<file path="src/rtl/hazard_ctrl.sv">
// -----------------------------------------------------------------------------
// hazard_ctrl
//
// Hazard and forwarding controller for the pipelined RV32I core. It sits at
// the decode/execute boundary and:
//   * forwards MEM/WB results onto the decode operands (MEM has priority),
//   * stalls fetch/decode and bubbles D/E on a load-use hazard for LOAD_LAT
//     cycles,
//   * flushes F/D and D/E for BR_PENALTY cycles on a taken branch/jump.
//
// Parameters:
//   DWIDTH     register data width
//   LOAD_LAT   cycles a load result is unavailable after leaving EX (0..3)
//   BR_PENALTY cycles of younger-stage flush after a redirect (1..3)
//
// Ports:
//   clk, rst                  clock, asynchronous active-low reset
//   d_rs1/d_rs2, *_used       decode source indices and read enables
//   e_valid/e_rd/e_is_load    EX instruction info for load-use detection
//   e_redirect                EX resolved a taken branch/JAL/JALR
//   m_regwren/m_rd/m_data     MEM-stage writer
//   w_regwren/w_rd/w_data     WB-stage writer
//   rf_rs1_data/rf_rs2_data   register file read data
//   rs1_data_o/rs2_data_o     forwarded operands
//   stall_f_o/stall_d_o       hold PC / hold F/D register
//   flush_d_o/flush_e_o       bubble F/D / bubble D/E register
//   dbg_state_o               FSM state (RUN=0, STALL=1, FLUSH=2)
//   stall_cycles_o            (HAZARD_STATS_EN only) saturating stall count
//   flush_cycles_o            (HAZARD_STATS_EN only) saturating flush count
//
// Optional build macro: HAZARD_STATS_EN adds the two statistics counters.
//
// Handshake note: there is no valid/ready traffic here. All control outputs
// are level signals consumed by the pipeline registers on the next rising
// edge; a control output high in a cycle means "apply this cycle".
// -----------------------------------------------------------------------------
module hazard_ctrl #(
  parameter int DWIDTH     = 32,
  parameter int LOAD_LAT   = 1,
  parameter int BR_PENALTY = 1
) (
  input  logic              clk,
  input  logic              rst,
  input  logic [4:0]        d_rs1,
  input  logic [4:0]        d_rs2,
  input  logic              d_rs1_used,
  input  logic              d_rs2_used,
  input  logic              e_valid,
  input  logic [4:0]        e_rd,
  input  logic              e_is_load,
  input  logic              e_redirect,
  input  logic              m_regwren,
  input  logic [4:0]        m_rd,
  input  logic [DWIDTH-1:0] m_data,
  input  logic              w_regwren,
  input  logic [4:0]        w_rd,
  input  logic [DWIDTH-1:0] w_data,
  input  logic [DWIDTH-1:0] rf_rs1_data,
  input  logic [DWIDTH-1:0] rf_rs2_data,
  output logic [DWIDTH-1:0] rs1_data_o,
  output logic [DWIDTH-1:0] rs2_data_o,
  output logic              stall_f_o,
  output logic              stall_d_o,
  output logic              flush_d_o,
  output logic              flush_e_o,
  output logic [1:0]        dbg_state_o
`ifdef HAZARD_STATS_EN
  ,
  output logic [31:0]       stall_cycles_o,
  output logic [31:0]       flush_cycles_o
`endif
);

  typedef enum logic [1:0] {
    ST_RUN   = 2'd0,
    ST_STALL = 2'd1,
    ST_FLUSH = 2'd2
  } state_t;

  // Reload values: the detecting cycle is already one stall/flush cycle, so
  // the counter holds only the cycles still owed after it.
  localparam logic [1:0] LD_RELOAD = 2'((LOAD_LAT > 0) ? (LOAD_LAT - 1) : 0);
  localparam logic [1:0] BR_RELOAD = 2'((BR_PENALTY > 0) ? (BR_PENALTY - 1) : 0);
  // A sequence longer than the detecting cycle needs the FSM to leave RUN.
  localparam logic       LD_MULTI  = (LOAD_LAT > 1);
  localparam logic       BR_MULTI  = (BR_PENALTY > 1);
  localparam logic       LD_EN     = (LOAD_LAT > 0);

  state_t     r_state;
  logic [1:0] r_cnt;

  logic w_rs1_hit;
  logic w_rs2_hit;
  logic w_haz;
  logic w_in_stall;
  logic w_stall;
  logic w_flush;

  // ---------------------------------------------------------------------------
  // Operand forwarding. x0 passes the register file value through (the file
  // always returns zero there), so a MEM/WB write to x0 can never leak.
  // The *_used flags deliberately do not gate forwarding.
  // ---------------------------------------------------------------------------
  always_comb begin
    rs1_data_o = rf_rs1_data;
    if (d_rs1 != 5'd0) begin
      if (m_regwren && (m_rd == d_rs1)) begin
        rs1_data_o = m_data;
      end else if (w_regwren && (w_rd == d_rs1)) begin
        rs1_data_o = w_data;
      end
    end
  end

  always_comb begin
    rs2_data_o = rf_rs2_data;
    if (d_rs2 != 5'd0) begin
      if (m_regwren && (m_rd == d_rs2)) begin
        rs2_data_o = m_data;
      end else if (w_regwren && (w_rd == d_rs2)) begin
        rs2_data_o = w_data;
      end
    end
  end

  // ---------------------------------------------------------------------------
  // Load-use detection
  // ---------------------------------------------------------------------------
  assign w_rs1_hit = d_rs1_used && (d_rs1 == e_rd);
  assign w_rs2_hit = d_rs2_used && (d_rs2 == e_rd);
  assign w_haz     = LD_EN && e_valid && e_is_load && (e_rd != 5'd0) &&
                     (w_rs1_hit || w_rs2_hit);

  // ---------------------------------------------------------------------------
  // Sequencing FSM. Outputs are decoded from the registered state plus the
  // current-cycle event, so a hazard or redirect acts in the cycle it is seen.
  // ---------------------------------------------------------------------------
  always_ff @(posedge clk or negedge rst) begin
    if (!rst) begin
      r_state <= ST_RUN;
      r_cnt   <= 2'd0;
    end else begin
      case (r_state)
        ST_RUN: begin
          if (e_redirect) begin
            // Redirect beats a simultaneous hazard: the stalled instruction
            // is on the wrong path and is about to be flushed anyway.
            if (BR_MULTI) begin
              r_state <= ST_FLUSH;
              r_cnt   <= BR_RELOAD;
            end
          end else if (w_haz && LD_MULTI) begin
            r_state <= ST_STALL;
            r_cnt   <= LD_RELOAD;
          end
        end

        ST_STALL: begin
          if (e_redirect) begin
            // Abort the stall; the held instruction is squashed.
            if (BR_MULTI) begin
              r_state <= ST_FLUSH;
              r_cnt   <= BR_RELOAD;
            end else begin
              r_state <= ST_RUN;
              r_cnt   <= 2'd0;
            end
          end else if (r_cnt <= 2'd1) begin
            // Last owed cycle. EX is bubbled throughout the stall, so the
            // original hazard has cleared; any fresh load-use pair is caught
            // by RUN on the next cycle and gets the full latency.
            r_state <= ST_RUN;
            r_cnt   <= 2'd0;
          end else begin
            r_cnt <= r_cnt - 2'd1;
          end
        end

        ST_FLUSH: begin
          if (e_redirect) begin
            // A further redirect restarts the penalty from this cycle.
            if (BR_MULTI) begin
              r_cnt <= BR_RELOAD;
            end else begin
              r_state <= ST_RUN;
              r_cnt   <= 2'd0;
            end
          end else if (r_cnt <= 2'd1) begin
            r_state <= ST_RUN;
            r_cnt   <= 2'd0;
          end else begin
            r_cnt <= r_cnt - 2'd1;
          end
        end

        default: begin
          r_state <= ST_RUN;
          r_cnt   <= 2'd0;
        end
      endcase
    end
  end

  // Hazards seen during FLUSH are ignored: only RUN-detected hazards and the
  // STALL state itself produce a stall, and any redirect suppresses it.
  assign w_in_stall = (r_state == ST_STALL) || ((r_state == ST_RUN) && w_haz);

  // Gating with rst makes every control output read 0 as soon as reset is
  // asserted, without waiting for a clock edge.
  assign w_stall = rst && !e_redirect && w_in_stall;
  assign w_flush = rst && (e_redirect || (r_state == ST_FLUSH));

  assign stall_f_o   = w_stall;
  assign stall_d_o   = w_stall;
  assign flush_d_o   = w_flush;
  assign flush_e_o   = w_flush || w_stall;
  assign dbg_state_o = r_state;

`ifdef HAZARD_STATS_EN
  // ---------------------------------------------------------------------------
  // Saturating statistics counters, one count per stall/flush cycle issued.
  // ---------------------------------------------------------------------------
  logic [31:0] r_stall_cycles;
  logic [31:0] r_flush_cycles;

  always_ff @(posedge clk or negedge rst) begin
    if (!rst) begin
      r_stall_cycles <= 32'd0;
      r_flush_cycles <= 32'd0;
    end else begin
      if (w_stall && (r_stall_cycles != 32'hFFFF_FFFF)) begin
        r_stall_cycles <= r_stall_cycles + 32'd1;
      end
      if (w_flush && (r_flush_cycles != 32'hFFFF_FFFF)) begin
        r_flush_cycles <= r_flush_cycles + 32'd1;
      end
    end
  end

  assign stall_cycles_o = r_stall_cycles;
  assign flush_cycles_o = r_flush_cycles;
`endif

endmodule
</file>
<file path="config.mk">
export PLATFORM = sky130hd
export DESIGN_NAME = hazard_ctrl
export DESIGN_NICKNAME = d
export VERILOG_FILES = /design/src/rtl/hazard_ctrl.sv
export SDC_FILE = /design/constraint.sdc
export NUM_CORES = 1
export LEC_CHECK = 0
export ABC_CLOCK_PERIOD_IN_PS = 2100
export BUFFER_PORTS_ARGS = -buffer_cell sky130_fd_sc_hd__buf_4
export CORE_AREA = 2 2 89 91
export DETAILED_ROUTE_END_ITERATION = 10
export DIE_AREA = 0 0 91 93
export PLACE_DENSITY = 0.71
export REMOVE_ABC_BUFFERS = 1
export SYNTH_ARGS = -nofsm -noshare
export SYNTH_HDL_FRONTEND = slang
export SYNTH_SLANG_ARGS = --single-unit
</file>
<file path="constraint.sdc">
create_clock -name clk -period 2.1 [get_ports clk]
set_clock_uncertainty 0.05 [all_clocks]
set_input_delay 0.315 -clock clk [delete_from_list [all_inputs] [get_ports clk]]
set_output_delay 0.315 -clock clk [all_outputs]
set_load 0.1 [all_outputs]
</file>
Yosys cells after proc, flatten, opt, wreduce, memory -nomap -nowiden --
Cells that the tools add are included.
Storage, ports and cells: bits in registers 4, latch bits 0, RAM bits 0, ROM bits 0, bits of input ports 162, output and inout port bits 70, logic and storage cells 50, memories 0
Operators by class: add/sub/neg operators 1, $mul 0, div/mod/pow operators 0, $lt $le $gt $ge 1, eq/ne operators 9, shifts and indexed selects 0, multiplexer cells 12, bitwise logic cells 1, reduce and logical (&&, ||, !) cells 24
Operators with widths (count):
- $mux 32 | 6
- $eq 5x5->1 | 6
- $reduce_bool 5->1 | 3
- $logic_and 1x1->1 | 13
- $mux 2 | 4
- $pmux 2 s2 | 2
- $logic_or 1x1->1 | 4
- $ne 3x1->1 const B | 1
- $eq 2x1->1 const B | 1
- $eq 2x2->1 const B | 1
- $le 2x1->1 const B | 1
- $logic_not 2->1 | 1
- $reduce_and 2->1 | 1
- $reduce_or 2->1 | 1
- $sub 2x1->2 const B | 1
- $logic_not 1->1 | 1
- $not 1->1 | 1

Longest topological paths before layout --
depth after elaboration 8, mapped depth 7, mapped depth without buffers 5

Least setup slack after synthesis --
Ideal clock, no wire load.
kind input to output, start point input port d_rs1[1], end point output port stall_f_o, data arrival time 3697 ps, setup slack -1962 ps, cell stages on the path 6, buffers on the path 1, path through xnor2_1 nand4_1 o22ai_1 o2111ai_1 nor3b_1 buf_4
Between the ends: word-level cells in the longest chain between the ends 7
Ends and longest elaborated chain:
- start, declared | RTL line 44 | input logic [4:0] d_rs1,
- $eq 5x5->1 | RTL line 129 | assign w_rs1_hit = d_rs1_used && (d_rs1 == e_rd);
- $logic_and 1x1->1 | RTL line 129
- $logic_or 1x1->1 | RTL line 132 | (w_rs1_hit || w_rs2_hit);
- $logic_and 1x1->1 | RTL line 131 | assign w_haz = LD_EN && e_valid && e_is_load && (e_rd != 5'd0) &&
- $logic_and 1x1->1 | RTL line 206 | assign w_in_stall = (r_state == ST_STALL) || ((r_state == ST_RUN) && w_haz);
- $logic_or 1x1->1 | RTL line 206
- $logic_and 1x1->1 | RTL line 210 | assign w_stall = rst && !e_redirect && w_in_stall;
- end, declared | RTL line 62 | output logic stall_f_o,
Every way passes these cells.

Worst setup path after layout --
start point input port m_rd[3], end point output port rs1_data_o[12]
Between the ends: word-level cells in the longest chain between the ends 4
Ends and longest elaborated chain:
- start, declared | RTL line 53 | input logic [4:0] m_rd,
- $eq 5x5->1 | RTL line 107 | if (m_regwren && (m_rd == d_rs1)) begin
- $logic_and 1x1->1 | RTL line 107
- $mux 32 | RTL line 107
- $mux 32 | RTL line 106 | if (d_rs1 != 5'd0) begin
- end, declared | RTL line 60 | output logic [DWIDTH-1:0] rs1_data_o,
Every way passes these cells.

==> flow_metrics.py <==
metrics = {
    "power_and_ir_drop": {
        "irDropWorstVdd_v": 0.000191,
        "post-layout-total-power_uw": 2090,
        "cellPowerDensity_nw_per_um2": 342,
        "leakage_uw": 0.00251,
    },
    "place": {
        "dpl_worst_slack_ns": -0.423,
        "dpl_cell_area_um2": 3970,
        "io_buffers": 229,
        "placedCellCount": 557,
        "dp.final_hpwl_mm": 8.37,
        "globalplace.congestion": 0.964,
    },
    "final_layout": {
        "n_clock_buffer": 0,
        "fin_cells": 571,
        "antenna_cells": 0,
        "fillCellCount": 397,
        "numSequentialCells": 0,
        "area_growth_syn_to_layout_pct": 218,
        "fraction_of_final_layout_cells_sized_beyond_drive_strength_1_pct": 85.9,
        "final_cell_area_um2": 6100,
        "finalNetCount": 633,
        "regArea_um2": 0,
    },
    "sta": {
        "setup_viol_count_final": 66,
        "final_report_hold_violation_count": 0,
        "slew_headroom_pct": 65.6,
        "clock.fmax_ghz": 0.388,
        "finalMaxSlewViolations": 0,
        "final_critical_path_setup_slack_ns": -0.476,
        "timing.setup.tns_ns": -20.61,
        "fin_crit_sh_pct": 123,
        "worst_pin_slew_ns": 0.517,
        "shortest_clock_period_the_worst_path_allows_after_layout_ns": 2.58,
        "rsz0062_at_grt": "true",
    },
    "logic_synthesis": {
        "synth.area.mux_share_pct": 0,
        "post_synth_and_or_nand_nor_area_fraction_pct": 7.12,
        "seq_total_area_yosys_pct": 0,
        "synth_top_area_share_pct": 34.5,
        "post_synth_inst_count": 220,
        "yosys_warnings": 0,
        "ys_top_cells_by_area": "a2bb2oi_2 34%, o22ai_1 21%, xnor2_1 9.1%",
        "synth_fa_ha_area_share_pct": 0,
        "most_common_cell_in_the_netlist": "o22ai_1",
        "synth_common_cells": "65 x o22ai_1, 44 x a2bb2oi_2, 20 x xnor2_1",
        "post_synth_instance_area_um2": 1920,
        "yosys.cell_types.count": 25,
        "avgSynthCellArea_um2": 8.71,
        "post-synth-top-area-cell": "a2bb2oi_2",
        "synth_compound_area_share_pct": 69.5,
        "largest_family_of_logic_cells_by_synthesized_area": "compound AO/OA/AOI/OAI gates",
        "post_synth_xor_area_fraction_pct": 13.7,
    },
    "setup_path": {
        "crit_required_ns": 1.74,
        "worst_ep_arrival_time_ns": 2.21,
        "criticalPathCategory": "in2out",
        "start_kind": "primary input",
        "end_kind": "primary output",
        "critPathMaxFanout": 16,
    },
    "global_route": {
        "number_of_antenna_violations_at_the_first_check_in_global_routing": 0,
        "grt_pass1_wl_mm": 20.6,
        "gr_layer_usage_met1_pct": 33.8,
        "grt_start_max_net_pins": 33,
        "busiest_grt_layer": "met2",
        "global_route.usage.met2_pct": 57.7,
        "grt-ovfl-total": 0,
        "gr-usage-met3_pct": 4.92,
        "first_global_vias": 3634,
        "grtUsageTotal_pct": 30.4,
    },
    "min_path": {
        "holdPathStages": 3,
        "min_delay_worst_endpoint": "stall_f_o",
        "hold_startpoint": "e_redirect",
        "worst_hold_path_type": "in2out",
    },
    "floorplanning": {
        "initial_utilization_pct": 25.4,
        "die_area_um2": 8460,
        "fp.dieH_um": 93,
        "core-area_um2": 7530,
        "placementRows": 32,
        "die_width_um": 91,
        "io-pin-count": 232,
    },
    "routing": {
        "drt-pass1-iter-count": 7,
        "route.vias.total": 3435,
        "wl_mm": 15.6,
        "final_antenna_net_count": 0,
        "viasPerCell": 6.02,
        "drt-wirelength-per-cell_um": 27.4,
        "first_iter_violations": 127,
        "drc_errors": 0,
    },
    "status": {
        "status": "finished with violations",
        "violated_checks": "negative setup slack",
    },
    "clock_tree": {
        "cts_hold_repair.buffers": 0,
    },
    "job": {
        "drv.max_cap_violation_count": 0,
    },
}
-- how the worst max path moves through the flow --
stage	start	end	slack (ns)
after global routing	m_rd[4]	rs1_data_o[12]	-0.49
final	m_rd[3]	rs1_data_o[12]	-0.48
after CTS	d_rs2[0]	rs2_data_o[9]	-0.30
after floorplan	d_rs1[1]	stall_d_o	-3.43
after global placement	d_rs2[3]	rs2_data_o[28]	-0.39
after detailed placement	d_rs2[0]	rs2_data_o[9]	-0.42
-- cell usage in the layout (no fill, tap or decap) --
master,count
a21boi_1,1
a21boi_4,2
a2bb2oi_1,5
a2bb2oi_2,23
a2bb2oi_4,34
and2_1,3
buf_12,61
buf_16,6
buf_4,172
buf_6,24
buf_8,13
clkbuf_8,1
conb_1,2
inv_1,2
nand2_1,5
nand2_2,1
nand4_1,4
nor2_1,2
nor3_1,2
nor3b_2,1
nor4_4,2
o2111ai_2,1
o22ai_1,22
o22ai_2,24
o22ai_4,19
o2bb2a_4,2
o311ai_4,2
or3_1,1
or3_4,1
or4_1,1
xnor2_1,8
xnor2_2,12
xor2_1,8
xor2_2,1
xor2_4,1
-- power by group --
part | total, µW | internal, µW | switching [µW]
logic | 2090 | 880 | 1210
registers | 0 | 0 | 0
clock network | 0 | 0 | 0
total | 2090 | 880 | 1210
-- metal layers --
layer  vias up  share of wire, %
met1      1684                35
met5         -                 0
met4         0               5.6
met2       246                52
li1       1435                 -
met3        70               7.3
-- critical path, stage by stage --
cell and delay, ns:
buf_8 0.11, xnor2_2 0.14, nand4_1 0.16, buf_4 0.18
o311ai_4 0.41, buf_12 0.21, o22ai_1 0.13, a2bb2oi_1 0.27
buf_6 0.27
-- cell families after synthesis --
group / Yosys count
AO/OA/AOI/OAI: 135
buffers and inverters: 31
XOR/XNOR: 30
other: 1
AND/OR/NAND/NOR: 23
-- stage by stage --
step / hold slack (ns) / utilization [%]
5_1_grt: 0.938 / 81.0
4_1_cts: 0.905 / 72.8
2_1_floorplan: 0.892 / -
3_3_place_gp: 0.940 / 52.7
6_report: 0.922 / 81.0
3_5_place_dp: 0.950 / 52.7
-- area by class of cell --
class              instances  area [µm²]  share of cell area, %
repair buffers           277        3160                   51.8
multi-input cells        190        2810                   46.0
inverters                  2        7.51                  0.123
well taps                102         128                   2.09
-- repair_timing --
action	CTS	global route
resized for setup	258	92
buffers inserted	7	1
setup endpoints to repair	66	67
endpoints found under the hold margin	0	0
cloned	6	0
pin swaps	33	22
Note: power is estimated with default switching activity, not from simulation.
